`src/rtl/hazard_ctrl.sv`:
```
// rtl/hazard_ctrl.sv - pipeline stall/flush/bubble sequencing for the 5-stage core
// Resolves load-use, taken branch, multi-cycle EX and data-memory stalls; counts stalls and flushes.
module hazard_ctrl #(
    parameter int CNT_W      = 32,
    parameter int MC_TIMEOUT = 64
) (
    input  logic             clk,
    input  logic             reset,
    input  logic [4:0]       id_rs1,
    input  logic [4:0]       id_rs2,
    input  logic             id_uses_rs1,
    input  logic             id_uses_rs2,
    input  logic             ex_mem_read,
    input  logic [4:0]       ex_rd,
    input  logic             ex_branch_taken,
    input  logic             ex_mc_start,
    input  logic             mc_done,
    input  logic             dmem_stall,
    input  logic             count_clear,
    output logic             pc_write,
    output logic             if_id_write,
    output logic             if_id_flush,
    output logic             id_ex_bubble,
    output logic             ex_hold,
    output logic [1:0]       state,
    output logic             mc_timeout,
    output logic [CNT_W-1:0] stall_count,
    output logic [CNT_W-1:0] flush_count
);

    typedef enum logic [1:0] {
        RUN     = 2'd0,
        MC_WAIT = 2'd1
    } state_t;

    localparam int            TW         = (MC_TIMEOUT > 2) ? $clog2(MC_TIMEOUT) : 1;
    localparam logic [TW-1:0] TIMER_LAST = TW'(MC_TIMEOUT - 1);

    state_t        cur;
    state_t        nxt;
    logic [TW-1:0] mc_timer;
    logic [TW-1:0] timer_nxt;
    logic          mc_complete;
    logic          mc_complete_nxt;
    logic          set_complete;
    logic          set_timeout;
    logic          run_eval;
    logic          req_eff;
    logic          load_use;
    logic          mc_req;

    logic          pc_c;
    logic          ifw_c;
    logic          flush_c;
    logic          bubble_c;
    logic          hold_c;

    assign load_use = ex_mem_read && (ex_rd != 5'd0) &&
                      ((id_uses_rs1 && (id_rs1 == ex_rd)) ||
                       (id_uses_rs2 && (id_rs2 == ex_rd)));

    // mc_complete marks that the op now in EX already finished, so its level
    // on ex_mc_start must not send us back into MC_WAIT.
    assign mc_req = ex_mc_start && !mc_complete;

    always_comb begin
        nxt          = cur;
        timer_nxt    = mc_timer;
        set_complete = 1'b0;
        set_timeout  = 1'b0;
        run_eval     = 1'b0;
        req_eff      = 1'b0;
        pc_c         = 1'b1;
        ifw_c        = 1'b1;
        flush_c      = 1'b0;
        bubble_c     = 1'b0;
        hold_c       = 1'b0;

        case (cur)
            RUN: begin
                run_eval = 1'b1;
                req_eff  = mc_req;
            end
            MC_WAIT: begin
                if (mc_done) begin
                    run_eval     = 1'b1;
                    set_complete = 1'b1;
                    nxt          = RUN;
                end else begin
                    pc_c   = 1'b0;
                    ifw_c  = 1'b0;
                    hold_c = 1'b1;
                    if (mc_timer == TIMER_LAST) begin
                        set_timeout  = 1'b1;
                        set_complete = 1'b1;
                        nxt          = RUN;
                    end else begin
                        timer_nxt = mc_timer + 1'b1;
                    end
                end
            end
            default: nxt = RUN;
        endcase

        if (run_eval) begin
            if (dmem_stall) begin
                pc_c   = 1'b0;
                ifw_c  = 1'b0;
                hold_c = 1'b1;
            end else if (req_eff) begin
                pc_c      = 1'b0;
                ifw_c     = 1'b0;
                hold_c    = 1'b1;
                nxt       = MC_WAIT;
                timer_nxt = '0;
            end else if (ex_branch_taken) begin
                // A flushed ID instruction cannot be a load-use victim, so no stall.
                flush_c  = 1'b1;
                bubble_c = 1'b1;
            end else if (load_use) begin
                pc_c     = 1'b0;
                ifw_c    = 1'b0;
                bubble_c = 1'b1;
            end
        end
    end

    // Clear whenever EX advances; a same-cycle set only survives if EX is held.
    assign mc_complete_nxt = hold_c ? (mc_complete | set_complete) : 1'b0;

    assign pc_write     = !reset && pc_c;
    assign if_id_write  = !reset && ifw_c;
    assign if_id_flush  = !reset && flush_c;
    assign id_ex_bubble = !reset && bubble_c;
    assign ex_hold      = !reset && hold_c;
    assign state        = cur;

    always_ff @(posedge clk or posedge reset) begin
        if (reset) begin
            cur         <= RUN;
            mc_timer    <= '0;
            mc_complete <= 1'b0;
            mc_timeout  <= 1'b0;
        end else begin
            cur         <= nxt;
            mc_timer    <= timer_nxt;
            mc_complete <= mc_complete_nxt;
            if (set_timeout) begin
                mc_timeout <= 1'b1;
            end
        end
    end

    always_ff @(posedge clk or posedge reset) begin
        if (reset) begin
            stall_count <= '0;
            flush_count <= '0;
        end else if (count_clear) begin
            stall_count <= '0;
            flush_count <= '0;
        end else begin
            if (!pc_write && !(&stall_count)) begin
                stall_count <= stall_count + 1'b1;
            end
            if (if_id_flush && !(&flush_count)) begin
                flush_count <= flush_count + 1'b1;
            end
        end
    end

endmodule
```
`config.mk`:
```
export PLATFORM = sky130hd
export DESIGN_NAME = hazard_ctrl
export DESIGN_NICKNAME = d
export VERILOG_FILES = /design/src/rtl/hazard_ctrl.sv
export SDC_FILE = /design/constraint.sdc
export NUM_CORES = 1
export LEC_CHECK = 0
export ABC_AREA = 1
export CAP_MARGIN = 40
export CELL_PAD_IN_SITES_DETAIL_PLACEMENT = 1
export CELL_PAD_IN_SITES_GLOBAL_PLACEMENT = 1
export CORE_MARGIN = 3
export CORE_UTILIZATION = 34
export DETAILED_ROUTE_END_ITERATION = 8
export PLACE_DENSITY = 0.79
export REMOVE_ABC_BUFFERS = 1
export SETUP_SLACK_MARGIN = 0.1
export SLEW_MARGIN = 0
export SYNTH_ARGS = -nofsm -noshare
export SYNTH_HDL_FRONTEND = slang
export SYNTH_SLANG_ARGS = --single-unit
```
`constraint.sdc`:
```
create_clock -name clk -period 2.82 [get_ports clk]
set_clock_uncertainty 0.1 [all_clocks]
set_input_delay 0.282 -clock clk [delete_from_list [all_inputs] [get_ports clk]]
set_output_delay 0.282 -clock clk [all_outputs]
set_load 0.005 [all_outputs]
```
=== Word level (Yosys, flattened, before mapping) ===
Cells that the tools add are included.

* Flip-flop bits (word level): 74
* Output and inout bits: 72

* Add/subtract/negate cells: 3
* Equal/unequal tests: 4
* Mux-type cells: 45
* Bitwise logic cells: 1
* Reductions and logical operators: 23

{| class="wikitable"
|+ Operator list
! cell !! count
|-
| 32-bit two-way mux || 4
|-
| 32-bit by 1-bit adder with 32-bit output, second input constant || 2
|-
| 32-bit AND reduction || 2
|-
| 6-bit two-way mux || 6
|-
| 1-bit two-way mux || 28
|-
| 1-bit logical AND || 11
|-
| 5-bit equality test || 2
|-
| 2-bit two-way mux || 5
|-
| 6-bit by 1-bit adder with 6-bit output, second input constant || 1
|-
| 6-bit equality test, second input constant || 1
|-
| 1-bit logical NOT || 5
|-
| 5-bit nonzero test || 1
|-
| 2-bit case mux with 2 select lines || 1
|-
| 2-bit nonzero test || 2
|-
| 2-bit by 1-bit equality test with 1-bit output, second input constant || 1
|-
| 2-bit logical NOT || 1
|-
| 1-bit case mux with 2 select lines || 1
|-
| 1-bit logical OR || 1
|-
| 1-bit OR || 1
|}

=== Depth between registers and ports, before layout ===
* Word-level depth: 14
* Depth in mapped cells: 14

=== Least setup slack after synthesis ===
Ideal clock, no wire load.

* Path kind: input -> register
* Start: in reset
* End: reg flush_count[11]
* Arrival time: 2,936 ps
* Data required time: 2,625 ps
* Path slack: -311 ps
* Stages on the path: 7
* Path buffers: 2
* Cells stage by stage: inv_1 nand3_1 nor2_1 nand2_1 buf_4 buf_2 o31ai_1

* Longest elaborated chain between the ends: 4

{| class="wikitable"
|+ RTL lines
! what !! line !! RTL
|-
| start, declared || 8 || <nowiki>input logic reset,</nowiki>
|-
| 1-bit logical NOT (no source line) || -- ||
|-
| 1-bit logical AND || 133 || <nowiki>assign if_id_flush = !reset && flush_c;</nowiki>
|-
| via if_id_flush || 22 || <nowiki>output logic if_id_flush,</nowiki>
|-
| 1-bit logical AND || 165 || <nowiki>if (if_id_flush && !(&flush_count)) begin</nowiki>
|-
| 2-bit nonzero test (no source line) || -- ||
|-
| end signal, assigned || 166 || <nowiki>flush_count <= flush_count + 1'b1;</nowiki>
|-
| end, declared || 28 || <nowiki>output logic [CNT_W-1:0] flush_count</nowiki>
|}

The timed path passes the listed nets, and every way through them passes these cells.
A chain may end at the register's enable or synchronous reset.

=== Worst setup path in the final report ===
* Start: in ex_rd[0]
* End: out pc_write

* Longest elaborated chain between the ends: 10

{| class="wikitable"
|+ RTL lines
! what !! line !! RTL
|-
| start, declared || 14 || <nowiki>input logic [4:0] ex_rd,</nowiki>
|-
| 5-bit equality test (on tied branches) || 59, 60 ||
|-
| 1-bit logical AND (on tied branches) || 59, 60 ||
|-
| 1-bit logical OR || 59 || <nowiki>((id_uses_rs1 && (id_rs1 == ex_rd)) ||</nowiki>
|-
| 1-bit logical AND (*) || 58 || <nowiki>assign load_use = ex_mem_read && (ex_rd != 5'd0) &&</nowiki>
|-
| 1-bit two-way mux (*) || 120 || <nowiki>end else if (load_use) begin</nowiki>
|-
| 1-bit two-way mux (*) || 116 || <nowiki>end else if (ex_branch_taken) begin</nowiki>
|-
| 1-bit two-way mux (*) || 110 || <nowiki>end else if (req_eff) begin</nowiki>
|-
| 1-bit two-way mux (*) || 106 || <nowiki>if (dmem_stall) begin</nowiki>
|-
| 1-bit two-way mux (*) || 105 || <nowiki>if (run_eval) begin</nowiki>
|-
| 1-bit logical AND (*) || 131 || <nowiki>assign pc_write = !reset && pc_c;</nowiki>
|-
| end, declared || 20 || <nowiki>output logic pc_write,</nowiki>
|}

Mark *: on every way between the ends. The rest lies on a longest branch, timed or not.

==> results by group <==
Synth
  • Yosys warning total: 0
  • Number of synthesized flops with an enable pin: 0
  • Mean instance size in the synthesized netlist: about 7 µm²
  • Synth Register Bits: 74
  • Share of synthesized area occupied by flip-flops and latches: between 30 and 40%
  • Mapped Area: 0.005104 mm²
  • Synthesized netlist cell count: around 750
  • Fraction of registers with async set/reset: 100.0%
  • Dominant synthesized flop cell: dfrtp_1
  • Netlist cell types: 33

Floorplan
  • Die H: approximately 130 µm
  • Die X-Extent: approximately 130 µm
  • Core region area: 0.01459 mm²
  • Die outline area: around 0.017 mm²
  • # rows: 44
  • Starting density of the core: between 30% and 40%
  • Number of I/O pins: 97

Flow run
  • Reported max-cap violation count: 0

STA
  • Period utilisation layout: 89.46%
  • Hold Violations, Final: 0
  • Fmax: just under 400 MHz
  • Max-slew violation total from the final report: 0
  • Total setup violations reported at the end of the flow: 0
  • RSZ-0062 raised after global routing: false
  • Normalized max-slew margin: around half
  • Tightest Pin Transition: between 0.7 and 0.8 ns
  • Final setup margin: 0.2973 ns
  • Time the worst path needs with I/O delays and setup: around 2.5 ns

Power and ir drop
  • Leakage Power: approximately 3.0 nW
  • Largest voltage drop on the vdd net: 0.2755 mV
  • Power density of the placed cells: between 400 and 500 mW/mm²
  • Overall power consumption: 2.662 mW

Drt
  • Drt initial violations: ~310
  • Total Wirelength: around 17 mm
  • Number of search-and-repair iterations in the first detailed-routing pass: 4
  • Routed len/inst: between 15 and 20 µm
  • DRC violation count after routing: 0
  • Via Count: 5,390
  • Remaining antenna violation count after routing: 0
  • Via density: 5.264

Place
  • Cell count after placement: 1,010
  • Number of buffers inserted by port buffering: 96
  • RD Place Congestion: 0.9088
  • Half-perimeter wire length of the detailed placement result: roughly 13 mm
  • Placement Setup Slack: approximately 0.052 ns

Setup path
  • Critical Path Slowest Stage Cell: clkdlybuf4s50_1
  • CP Capture Type: primary output
  • Internal reg-to-reg setup slack: between 0.3 and 0.4 ns
  • Kind of critical path: in2out
  • Element type at the critical path start: primary input
  • Worst Reg-to-Reg Cells: 10
  • Data arrival time of the critical path: around 2.1 ns
  • Cell Chain, Critical Path: clkdlybuf4s50_1 -> inv_1 -> nand4_1 -> o21ai_0 -> inv_1 -> nand3_1 -> nand2_1 -> nand2_1 -> nand2_2 -> inv_2 -> clkdlybuf4s50_1
  • Data required, critical path: ~2.4 ns
  • Startpoint of the most critical register-to-register path: flush_count[9]
  • Maximum cell stage delay along the critical path: ~0.5 ns
  • Capture point of the worst reg-to-reg path: flush_count[12]
  • Crit path max fanout: 4

Layout
  • Layout overhead on the synthesized area: 28.66%
  • Final design utilization: between 40% and 50%
  • Total number of nets in the final design: approximately 870
  • Fraction of final layout cells sized beyond drive strength 1: under 10%
  • Final cell count without fillers: just over 1,000
  • Antenna diode instance count: 0

Global routing
  • Antenna violations before repair: 0
  • Overflow after GRT: 0
  • Global-route wire length before repair: around 29 mm
  • Via count of the first global-routing pass: between 5,000 and 6,000
  • Maximum number of pins on one net before global-route repair: 79
  • Total global routing track utilization: 21.52%

CTS
  • Clock Sinks: 74
  • Insertion delay of the later-clocked pin in the worst-skew pair: 0.35 ns
  • Root buffer selected by CTS: clkbuf_16
  • Maximum count of clock buffers along a single path: 2
  • H-tree depth: 3
  • Clock tree from TritonCTS: done
  • Total CTS buffers: 9
  • CTS clock-pin slew for the worst setup and hold paths: 0.06 ns

Worst hold path
  • Worst min-delay path class: in2async

Outcome
  • Status: complete, no violations
[metrics by stage]
step / hold WS [ns] / TNS [ns] / instance area [µm²]
after floorplan: 0.2555 / -35.96 / 4962
after global placement: 0.3447 / 0 / 6235
after detailed placement: 0.3479 / 0 / 6235
after CTS: 0.04802 / 0 / 6561
after global routing: 0.06331 / 0 / 6566
final: 0.04833 / 0 / 6566
[cell usage after synthesis (all sizes together) (2+ instances only)]
cell	count	area (µm²)
a21oi	9	45.04
a221oi	4	35.03
buf	14	98.83
clkbuf	11	42.54
dfrtp	74	1852
ha	3	37.54
inv	103	386.6
nand2	203	772.0
nand3	63	315.3
nand3b	2	15.01
nand4	57	362.8
nor2	86	332.8
nor3	33	165.2
o21ai	19	95.09
o31ai	13	97.59
or2	3	18.77
xnor2	19	166.4
xor2	25	219.0
[final cells by class]
type | instances | area [µm²]
Fill cell | 1864 | 8023
Multi-Input combinational cell | 544 | 2726
Sequential cell | 74 | 1852
Timing Repair Buffer | 105 | 1044
Inverter | 103 | 387.9
Clock buffer | 12 | 266.5
Tap cell | 184 | 230.2
Clock inverter | 2 | 60.06
[cells in the final DEF, fill, tap and decap left out, types with 2 or more instances in the layout]
cell type,instances
clkdlybuf4s50_1,95
ha_1,3
clkbuf_8,3
o31ai_1,13
o21ai_0,17
nand3b_1,2
clkbuf_16,9
o21ai_1,2
a221oi_1,4
inv_1,95
nand3_1,63
or2_2,3
xnor2_1,19
inv_2,7
nand2_2,5
buf_4,8
nor2_1,84
a21oi_1,9
xor2_1,25
nand4_1,56
bufinv_16,2
nand2_1,198
dfrtp_1,74
nor3_1,33
[cells by family after synthesis]
logic type | synth area share, %
AO/OA/AOI/OAI | 5.761
flip-flops | 36.28
buffers and inverters | 10.35
XOR/XNOR | 7.551
AND/OR/NAND/NOR | 39.25
other | 0.07348
adder cells (fa/ha/maj) | 0.7356
[worst max-delay path: cells and delay by family]
family / cells / cell delay, ns
compound gates: 1 / 0.19
buf+inv: 5 / 1.26
simple gates: 5 / 0.41
[what timing repair did]
item	4_1_cts	5_1_grt
setup buffers	0	0
hold buffers	0	0
setup endpoints to repair	0	2
resized for setup	0	4
[sequential cells by signal (all words and copies together) (netlist names)]
signal	flops
flush_count	32
mc_complete	1
mc_timeout	1
mc_timer	6
stall_count	32
state	2
[routing by layer]
metal | GRT usage (%) | wire (µm) | vias to the layer above | part of all wire [%]
met3 | 2.947 | 479 | 33 | 2.7
met4 | 8.338 | 474 | 0 | 2.7
met2 | 38.71 | 8954 | 99 | 51
met5 | 0 | 0 | - | 0
met1 | 26.02 | 7539 | 2644 | 43
li1 | - | - | 2614 | -
[where the power goes]
part | internal (mW) | switching [mW] | total, mW
Combinational | 0.0964 | 0.152 | 0.248
Sequential | 1.08 | 0.0216 | 1.11
Clock | 0.838 | 0.469 | 1.31
Total | 2.02 | 0.643 | 2.66
[how the worst max path moves through the flow]
| stage | startpoint | end | slack (ns) | cells after the start |
|---|---|---|---|---|
| 5_1_grt | ex_rd[3] | if_id_write | 0.15 | 13 |
| 2_1_floorplan | reset | flush_count[21] | -0.60 | 8 |
| 6_report | ex_rd[0] | pc_write | 0.30 | 11 |
| 4_1_cts | ex_rd[2] | pc_write | 0.13 | 11 |
| 3_3_place_gp | ex_rd[0] | stall_count[1] | 0.15 | 15 |
| 3_5_place_dp | ex_rd[0] | stall_count[9] | 0.05 | 15 |
(Power assumes the default switching activity.)
